### config.mk
export PLATFORM = sky130hd
export DESIGN_NAME = serial_display_receiver
export DESIGN_NICKNAME = d
export VERILOG_FILES = /design/src/rtl/serial_display_pkg.sv /design/src/rtl/sync_edge_detect.sv /design/src/rtl/serial_display_receiver.sv
export SDC_FILE = /design/constraint.sdc
export NUM_CORES = 1
export LEC_CHECK = 0
export BUFFER_PORTS_ARGS = -buffer_cell sky130_fd_sc_hd__buf_2
export CAP_MARGIN = 20
export CORE_ASPECT_RATIO = 0.75
export CORE_UTILIZATION = 35
export DETAILED_ROUTE_END_ITERATION = 16
export PLACE_DENSITY = 0.51
export SYNTH_ARGS = -nofsm -noshare
export SYNTH_HDL_FRONTEND = slang
export SYNTH_HIERARCHICAL = 1
export SYNTH_SLANG_ARGS = --single-unit
### constraint.sdc
create_clock -name i_clk -period 2.2 [get_ports i_clk]
set_input_delay 0.11 -clock i_clk [delete_from_list [all_inputs] [get_ports i_clk]]
set_output_delay 0.11 -clock i_clk [all_outputs]
set_load 0.05 [all_outputs]
### src/rtl/serial_display_pkg.sv
// Shared constants and sizing helpers for the 3-wire serial display link,
// used by both the transmitter and the receiver side.
package serial_display_pkg;

  localparam int DEF_NUM_DIGITS     = 4;
  localparam int DEF_BITS_PER_DIGIT = 8;

  function automatic int frame_bits(input int num_digits, input int bits_per_digit);
    return num_digits * bits_per_digit;
  endfunction

  // Bit counter must represent 0..FRAME_BITS+1 (the +1 marks an overrun).
  function automatic int count_w(input int num_digits, input int bits_per_digit);
    return $clog2(frame_bits(num_digits, bits_per_digit) + 2);
  endfunction

endpackage

### src/rtl/sync_edge_detect.sv
// Multi-flop synchronizer for one asynchronous line, with a rising-edge pulse
// derived from the synchronized level.
module sync_edge_detect #(
  parameter int STAGES = 2
) (
  input  logic clk,
  input  logic rst_n,
  input  logic d,
  output logic level,
  output logic rise
);

  logic [STAGES-1:0] sync_p;
  logic              prev;

  always_ff @(posedge clk or negedge rst_n) begin
    if (!rst_n) begin
      sync_p <= '0;
      prev   <= 1'b0;
    end else begin
      sync_p <= {sync_p[STAGES-2:0], d};
      prev   <= sync_p[STAGES-1];
    end
  end

  assign level = sync_p[STAGES-1];
  assign rise  = sync_p[STAGES-1] & ~prev;

endmodule

### src/rtl/serial_display_receiver.sv
// Receiving end of the serial display link: shift chain plus output latch,
// oversampled in the system clock domain.
module serial_display_receiver
  import serial_display_pkg::*;
#(
  parameter int NUM_DIGITS     = DEF_NUM_DIGITS,
  parameter int BITS_PER_DIGIT = DEF_BITS_PER_DIGIT,
  parameter int SYNC_STAGES    = 2
) (
  input  logic                                               i_clk,
  input  logic                                               i_reset_n,
  input  logic                                               i_en,
  input  logic                                               i_serial_data,
  input  logic                                               i_serial_latch,
  input  logic                                               i_serial_clk,
  output logic [NUM_DIGITS*BITS_PER_DIGIT-1:0]               o_segments,
  output logic                                               o_frame_strobe,
  output logic                                               o_frame_error,
  output logic [count_w(NUM_DIGITS, BITS_PER_DIGIT)-1:0]     o_bit_count
);

  localparam int FRAME_BITS = frame_bits(NUM_DIGITS, BITS_PER_DIGIT);
  localparam int CNT_W      = count_w(NUM_DIGITS, BITS_PER_DIGIT);

  localparam logic [CNT_W-1:0] CNT_FULL = CNT_W'(FRAME_BITS);
  localparam logic [CNT_W-1:0] CNT_SAT  = CNT_W'(FRAME_BITS + 1);

  logic data_level, data_rise;
  logic sclk_level, sclk_rise;
  logic latch_level, latch_rise;

  sync_edge_detect #(.STAGES(SYNC_STAGES)) u_sync_data (
    .clk   (i_clk),
    .rst_n (i_reset_n),
    .d     (i_serial_data),
    .level (data_level),
    .rise  (data_rise)
  );

  sync_edge_detect #(.STAGES(SYNC_STAGES)) u_sync_clk (
    .clk   (i_clk),
    .rst_n (i_reset_n),
    .d     (i_serial_clk),
    .level (sclk_level),
    .rise  (sclk_rise)
  );

  sync_edge_detect #(.STAGES(SYNC_STAGES)) u_sync_latch (
    .clk   (i_clk),
    .rst_n (i_reset_n),
    .d     (i_serial_latch),
    .level (latch_level),
    .rise  (latch_rise)
  );

  logic unused_sync;
  assign unused_sync = &{1'b0, data_rise, sclk_level, latch_level};

  logic [FRAME_BITS-1:0] shift_reg;
  logic [FRAME_BITS-1:0] shift_nxt;
  logic [CNT_W-1:0]      bit_count;
  logic [CNT_W-1:0]      count_nxt;
  logic                  do_latch;

  // Shift is resolved first so a latch in the same cycle sees the new bit.
  always_comb begin
    shift_nxt = shift_reg;
    count_nxt = bit_count;
    if (i_en && sclk_rise) begin
      shift_nxt = {shift_reg[FRAME_BITS-2:0], data_level};
      if (bit_count != CNT_SAT) begin
        count_nxt = bit_count + 1'b1;
      end
    end
  end

  assign do_latch = i_en & latch_rise;

  always_ff @(posedge i_clk or negedge i_reset_n) begin
    if (!i_reset_n) begin
      shift_reg      <= '0;
      bit_count      <= '0;
      o_segments     <= '0;
      o_frame_strobe <= 1'b0;
      o_frame_error  <= 1'b0;
    end else begin
      shift_reg      <= shift_nxt;
      o_frame_strobe <= 1'b0;
      if (do_latch) begin
        bit_count <= '0;
        if (count_nxt == CNT_FULL) begin
          o_segments     <= shift_nxt;
          o_frame_strobe <= 1'b1;
          o_frame_error  <= 1'b0;
        end else begin
          o_frame_error  <= 1'b1;
        end
      end else begin
        bit_count <= count_nxt;
      end
    end
  end

  assign o_bit_count = bit_count;

endmodule
* After elaboration in Yosys (flattened, before gate mapping)
Cells that the tools add are included.
Storage, ports and cells: word-level logic and storage cells 27, bits of input ports 6, flip-flop bits (word level) 80, output and inout port bits 40
Cells by class: multiplexer cells 7, reductions and logical operators 2, bitwise logic cells 5, equal/unequal tests 2, add/subtract/negate cells 1
Operators with widths (number):
- $mux W32 | 1
- $mux W6 | 3
- $add A6 B1 Y6 const B | 1
- $eq A6 B6 Y1 const B | 1
- $ne A6 B6 Y1 const B | 1
- $and A1 B1 Y1 | 3
- $mux W1 | 3
- $not A1 Y1 | 2
- $reduce_and A2 Y1 | 1
- $logic_and A1 B1 Y1 | 1

* Longest topological paths before layout
word-level depth 7, gate-level depth with buffers 8, mapped depth without buffers 7

* Modules after synthesis
The synthesis kept the hierarchy.
By module, submodules not included:
- serial_display_receiver | cells each 253, times used 1, area an instance 2882.8 um^2, sequential area each 1801.7 um^2
- sync_edge_detect | cells each 4, times used 3, area an instance 88.8 um^2, sequential area each 75.1 um^2

* Worst setup path after synthesis
OpenSTA, ideal clock, no wires.
kind register to register, from register bit_count[0] (netlist: o_bit_count[0]), to register o_segments[10], path buffers 1, setup time 0.125 ns, arrival 2.177 ns, clock period less this slack 2.302 ns, path slack -0.102 ns, data required time 2.075 ns, stages on the path, launching flop included 8, path through dfrtp_1 -> ha_1 -> nand4bb_1 -> o21ai_2 -> nor3_2 -> o22ai_4 -> buf_6 -> mux2_2
Between the ends: cells in the longest elaborated chain, start to end 5, elaborated cells between the ends (all ways) 6, classes of those cells add/sub: 1; eq/ne: 2; mux: 2; reduce/logical: 1
RTL lines:
- start, declared | line serial_display_receiver.sv:61 | logic [CNT_W-1:0] bit_count;
- start signal, assigned | line serial_display_receiver.sv:99 | bit_count <= count_nxt;
- $add A6 B1 Y6 / $ne A6 B6 Y1 (equally long branches) | line serial_display_receiver.sv:72, serial_display_receiver.sv:71
- $mux W6 | line serial_display_receiver.sv:71 | if (bit_count != CNT_SAT) begin
- $mux W6 (*) | line serial_display_receiver.sv:69 | if (i_en && sclk_rise) begin
- $eq A6 B6 Y1 (*) | line serial_display_receiver.sv:91 | if (count_nxt == CNT_FULL) begin
- $reduce_and A2 Y1 (no line) (*)
- end signal, assigned | line serial_display_receiver.sv:92 | o_segments <= shift_nxt;
- end, declared | line serial_display_receiver.sv:16 | output logic [NUM_DIGITS*BITS_PER_DIGIT-1:0] o_segments,
Every way passes the cells marked *; elsewhere a longest branch is shown, timed or not. A chain may end at the register's enable or synchronous reset.

* Worst setup path in the final report
from register u_sync_clk.prev, to register o_segments[13]
Between the ends: cells in the longest elaborated chain, start to end 6, elaborated cells between the ends (all ways) 7, classes of those cells eq/ne: 1; mux: 2; bitwise: 2; reduce/logical: 2
RTL lines:
- start, declared | line sync_edge_detect.sv:14 | logic prev;
- start signal, assigned | line sync_edge_detect.sv:22 | prev <= sync_p[STAGES-1];
- $not A1 Y1 (*) | line sync_edge_detect.sv:27 | assign rise = sync_p[STAGES-1] & ~prev;
- $and A1 B1 Y1 (*) | line sync_edge_detect.sv:27
- named net sclk_rise | line serial_display_receiver.sv:29 | logic sclk_level, sclk_rise;
- $logic_and A1 B1 Y1 (*) | line serial_display_receiver.sv:69
- $mux W6 | line serial_display_receiver.sv:69
- $eq A6 B6 Y1 | line serial_display_receiver.sv:91
- $reduce_and A2 Y1 (no line)
Mark *: on every way through the listed nets, which the timed path passes. The rest lies on a longest branch.

==> out/results.txt <==
The flow ran to the end, and the final reports show no timing, DRC or antenna violations. For the gate count after technology mapping, the log shows 263. The worst setup path is captured at a register.

The layout net count was 329; the share of cells above drive strength 1 was 32.21%. The initial antenna violation count is 0, and the critical path's largest stage delay is 0.39 ns. For this run, design rule violations remaining after detail routing come to 0. In this run the deepest clock path goes through 2 buffers. The count of final max-slew check failures is 0.

In this run, CTS created clock tree buffers numbering 9. The die footprint was 9272 µm²; the floorplan die width was 110.9 µm. For the worst-skew pair, the clock arrives at the later sink with an insertion delay of 0.33 ns. The path class of the tightest hold or removal check is in2async.

The tools report the static leakage as 2.161 nW. The category of the critical setup timing path is reg2reg. The region available for standard cell placement spans 8527 µm². Final hold analysis gives a worst-case slack of 0.1187 ns. The run gives 1965 as the number of global-route vias before repair. Counting cells, the worst reg-to-reg path comes to 7.

Yosys printed 6 warnings. Dividing total power by cell area gives a power density of 889.8 nW/µm². The cell area after synthesis was 3110 µm². The number of antenna diodes in the final layout is 0. The final routed wire length divided by cell count works out to 13.19 µm.

Post-cts gate resize count: 0. The level count of the clock H-tree was 3; the boundary pin count was 46. The worst setup path is launched from a register.

The critical path's slowest cell is sky130_fd_sc_hd__dfrtp_1. Measured along the y axis, the die boundary spans 83.64 µm. The number of hold violations in the final report is 0. After detailed routing, the total wire length is 5725 µm. After layout, the worst setup slack is 0.1609 ns. Worst slew margin relative to its limit: 72.73%.

Static timing analysis puts the maximum clock frequency at 0.4904 GHz. For this block, the via count after detailed routing is 1955. The logs give 513.0 µV for the worst-case vdd ir drop and 271 for the net count after synthesis. Entering global routing, the biggest net connects 78 pins. The first routing iteration left 76 violations. The final critical-path share of the clock period is 92.69%, and the clock edge transition at the registers on the reported setup and hold paths is 0.06 ns. The worst register-to-register path has a setup slack of 0.16 ns.

The tool flagged a number of max-cap violations equal to 0. Data arrives at the worst endpoint at 2.26 ns. Global routing consumed, over all layers together, 13.85% of the routing resources.

The signal on the critical path passes through nor2b_4 -> and2_1 -> nand4_1 -> and4bb_2 -> o22ai_4 -> buf_12 -> mux2_2. The count of buffer and inverter cells on the critical path was 1; the placement-stage worst setup slack was 0.1414 ns. Cell count along the critical path: 7. TritonCTS built the clock tree.

The average cell area after synthesis works out to 11.83 µm². Detailed placement ended at an HPWL of 3711 µm. The initial cell density of the core is 36.48%.

Of all nets on the critical path, the largest fanout is 17. Once detail routing completed, the nets flagged for antenna violations numbered 0. The area added between synthesis and finish was 24.94%.

The global-route wire length before repair came out at 9791 µm. The count of port buffers added during placement was 45. The tools report the data required time at the worst endpoint as 2.42 ns.

The congestion estimate from routability-driven global placement came to 0.7712. For the final database, setup skew stands at 0.006918 ns. Setup violations remaining at the end of the flow were counted as 0. The via count normalized by instance count is 4.505. After global routing the overflow that remains totals 0. The total negative setup slack was 0 ns; the time the worst path needs with I/O delays and setup was 2.039 ns. The floorplan has 29 rows.

Top cell family by delay on the critical path: simple AND/OR/NAND/NOR gates. Setup repair after global routing left no endpoint under its margin. The tree is rooted in a sky130_fd_sc_hd__clkbuf_16. The first detailed-routing pass took 4 iterations. The actual transition at the worst max-transition pin was 0.4091 ns; the TritonCTS sink count was 80.
-- report_power, final --
part	switching (mW)	internal, mW
clock	0.571	1.06
sequential	0.0474	1.53
combinational	0.173	0.0775
-- worst reg2reg max path: stages (launching register included) --
cell and delay (ns):
sky130_fd_sc_hd__dfrtp_1 0.39, sky130_fd_sc_hd__nor2b_4 0.11, sky130_fd_sc_hd__and2_1 0.19, sky130_fd_sc_hd__nand4_1 0.19, sky130_fd_sc_hd__and4bb_2 0.32, sky130_fd_sc_hd__o22ai_4 0.19
sky130_fd_sc_hd__buf_12 0.20, sky130_fd_sc_hd__mux2_2 0.35
-- per-layer routing --
layer | up-vias | wire length, µm | global-route usage, %
li1 | 963 | - | -
met1 | 944 | 3023 | 19.90
met2 | 38 | 2305 | 17.96
met3 | 10 | 316 | 6.391
met4 | 0 | 80 | 5.091
met5 | - | 0 | 0
-- path summary, 6_finish.rpt --
kind | endpoint | start
worst min register to register | u_sync_clk/sync_p[1]$_DFF_PN0_ | u_sync_clk/sync_p[0]$_DFF_PN0_
worst max register to register | o_segments[13]$_DFFE_PN0P_ | u_sync_clk/prev$_DFF_PN0_
worst min-delay path | u_sync_latch/sync_p[1]$_DFF_PN0_ | i_reset_n
max in group asynchronous | o_segments[11]$_DFFE_PN0P_ | i_reset_n
worst max-delay path | o_segments[13]$_DFFE_PN0P_ | u_sync_clk/prev$_DFF_PN0_
min in group i_clk | shift_reg[31]$_DFF_PN0_ | i_en
-- cell usage in the layout, fill, tap and decap left out --
| cell | count |
|---|---|
| sky130_fd_sc_hd__a21oi_1 | 3 |
| sky130_fd_sc_hd__and2_1 | 2 |
| sky130_fd_sc_hd__and3_1 | 1 |
| sky130_fd_sc_hd__and3b_1 | 1 |
| sky130_fd_sc_hd__and4bb_2 | 1 |
| sky130_fd_sc_hd__buf_12 | 3 |
| sky130_fd_sc_hd__buf_2 | 44 |
| sky130_fd_sc_hd__buf_4 | 8 |
| sky130_fd_sc_hd__bufinv_16 | 2 |
| sky130_fd_sc_hd__clkbuf_1 | 1 |
| sky130_fd_sc_hd__clkbuf_16 | 9 |
| sky130_fd_sc_hd__clkbuf_8 | 2 |
| sky130_fd_sc_hd__clkinv_4 | 1 |
| sky130_fd_sc_hd__clkinvlp_4 | 1 |
| sky130_fd_sc_hd__dfrtp_1 | 79 |
| sky130_fd_sc_hd__dfrtp_2 | 1 |
| sky130_fd_sc_hd__dlygate4sd3_1 | 4 |
| sky130_fd_sc_hd__ha_1 | 2 |
| sky130_fd_sc_hd__inv_1 | 2 |
| sky130_fd_sc_hd__mux2_1 | 4 |
| sky130_fd_sc_hd__mux2_2 | 26 |
| sky130_fd_sc_hd__mux2_4 | 2 |
| sky130_fd_sc_hd__nand2_1 | 99 |
| sky130_fd_sc_hd__nand3_1 | 1 |
| sky130_fd_sc_hd__nand4_1 | 3 |
| sky130_fd_sc_hd__nand4bb_1 | 1 |
| sky130_fd_sc_hd__nor2_1 | 8 |
| sky130_fd_sc_hd__nor2b_4 | 2 |
| sky130_fd_sc_hd__nor3_1 | 1 |
| sky130_fd_sc_hd__nor3_2 | 1 |
| sky130_fd_sc_hd__nor3b_1 | 2 |
| sky130_fd_sc_hd__o21a_1 | 1 |
| sky130_fd_sc_hd__o21ai_0 | 1 |
| sky130_fd_sc_hd__o21ai_2 | 1 |
| sky130_fd_sc_hd__o22ai_4 | 1 |
| sky130_fd_sc_hd__xor2_1 | 5 |
-- through the flow --
stage | power, mW | utilization (%) | cells | instance area (µm²)
4_1_cts | 3.505 | 45.58 | 434 | 3886
3_3_place_gp | 1.852 | 41.20 | 414 | 3513
2_1_floorplan | 1.754 | - | 263 | 3112
5_1_grt | 3.608 | 45.58 | 434 | 3886
3_5_place_dp | 1.856 | 41.20 | 414 | 3513
6_report | 3.458 | 45.58 | 434 | 3886
-- final cells by class --
| type | instances | area, µm² |
|---|---|---|
| Clock inverter | 4 | 76.32 |
| Multi-Input combinational cell | 169 | 1027 |
| Sequential cell | 80 | 2003 |
| Timing Repair Buffer | 59 | 380.4 |
| Inverter | 2 | 7.507 |
| Fill cell | 806 | 4641 |
| Clock buffer | 12 | 256.5 |
| Tap cell | 108 | 135.1 |
-- what timing repair did --
action,CTS,global route
hold buffers,4,0
hold endpoints to repair,83,0
setup endpoints to repair,0,0
buffers inserted,0,0
Power figures use the tool's default switching activity.
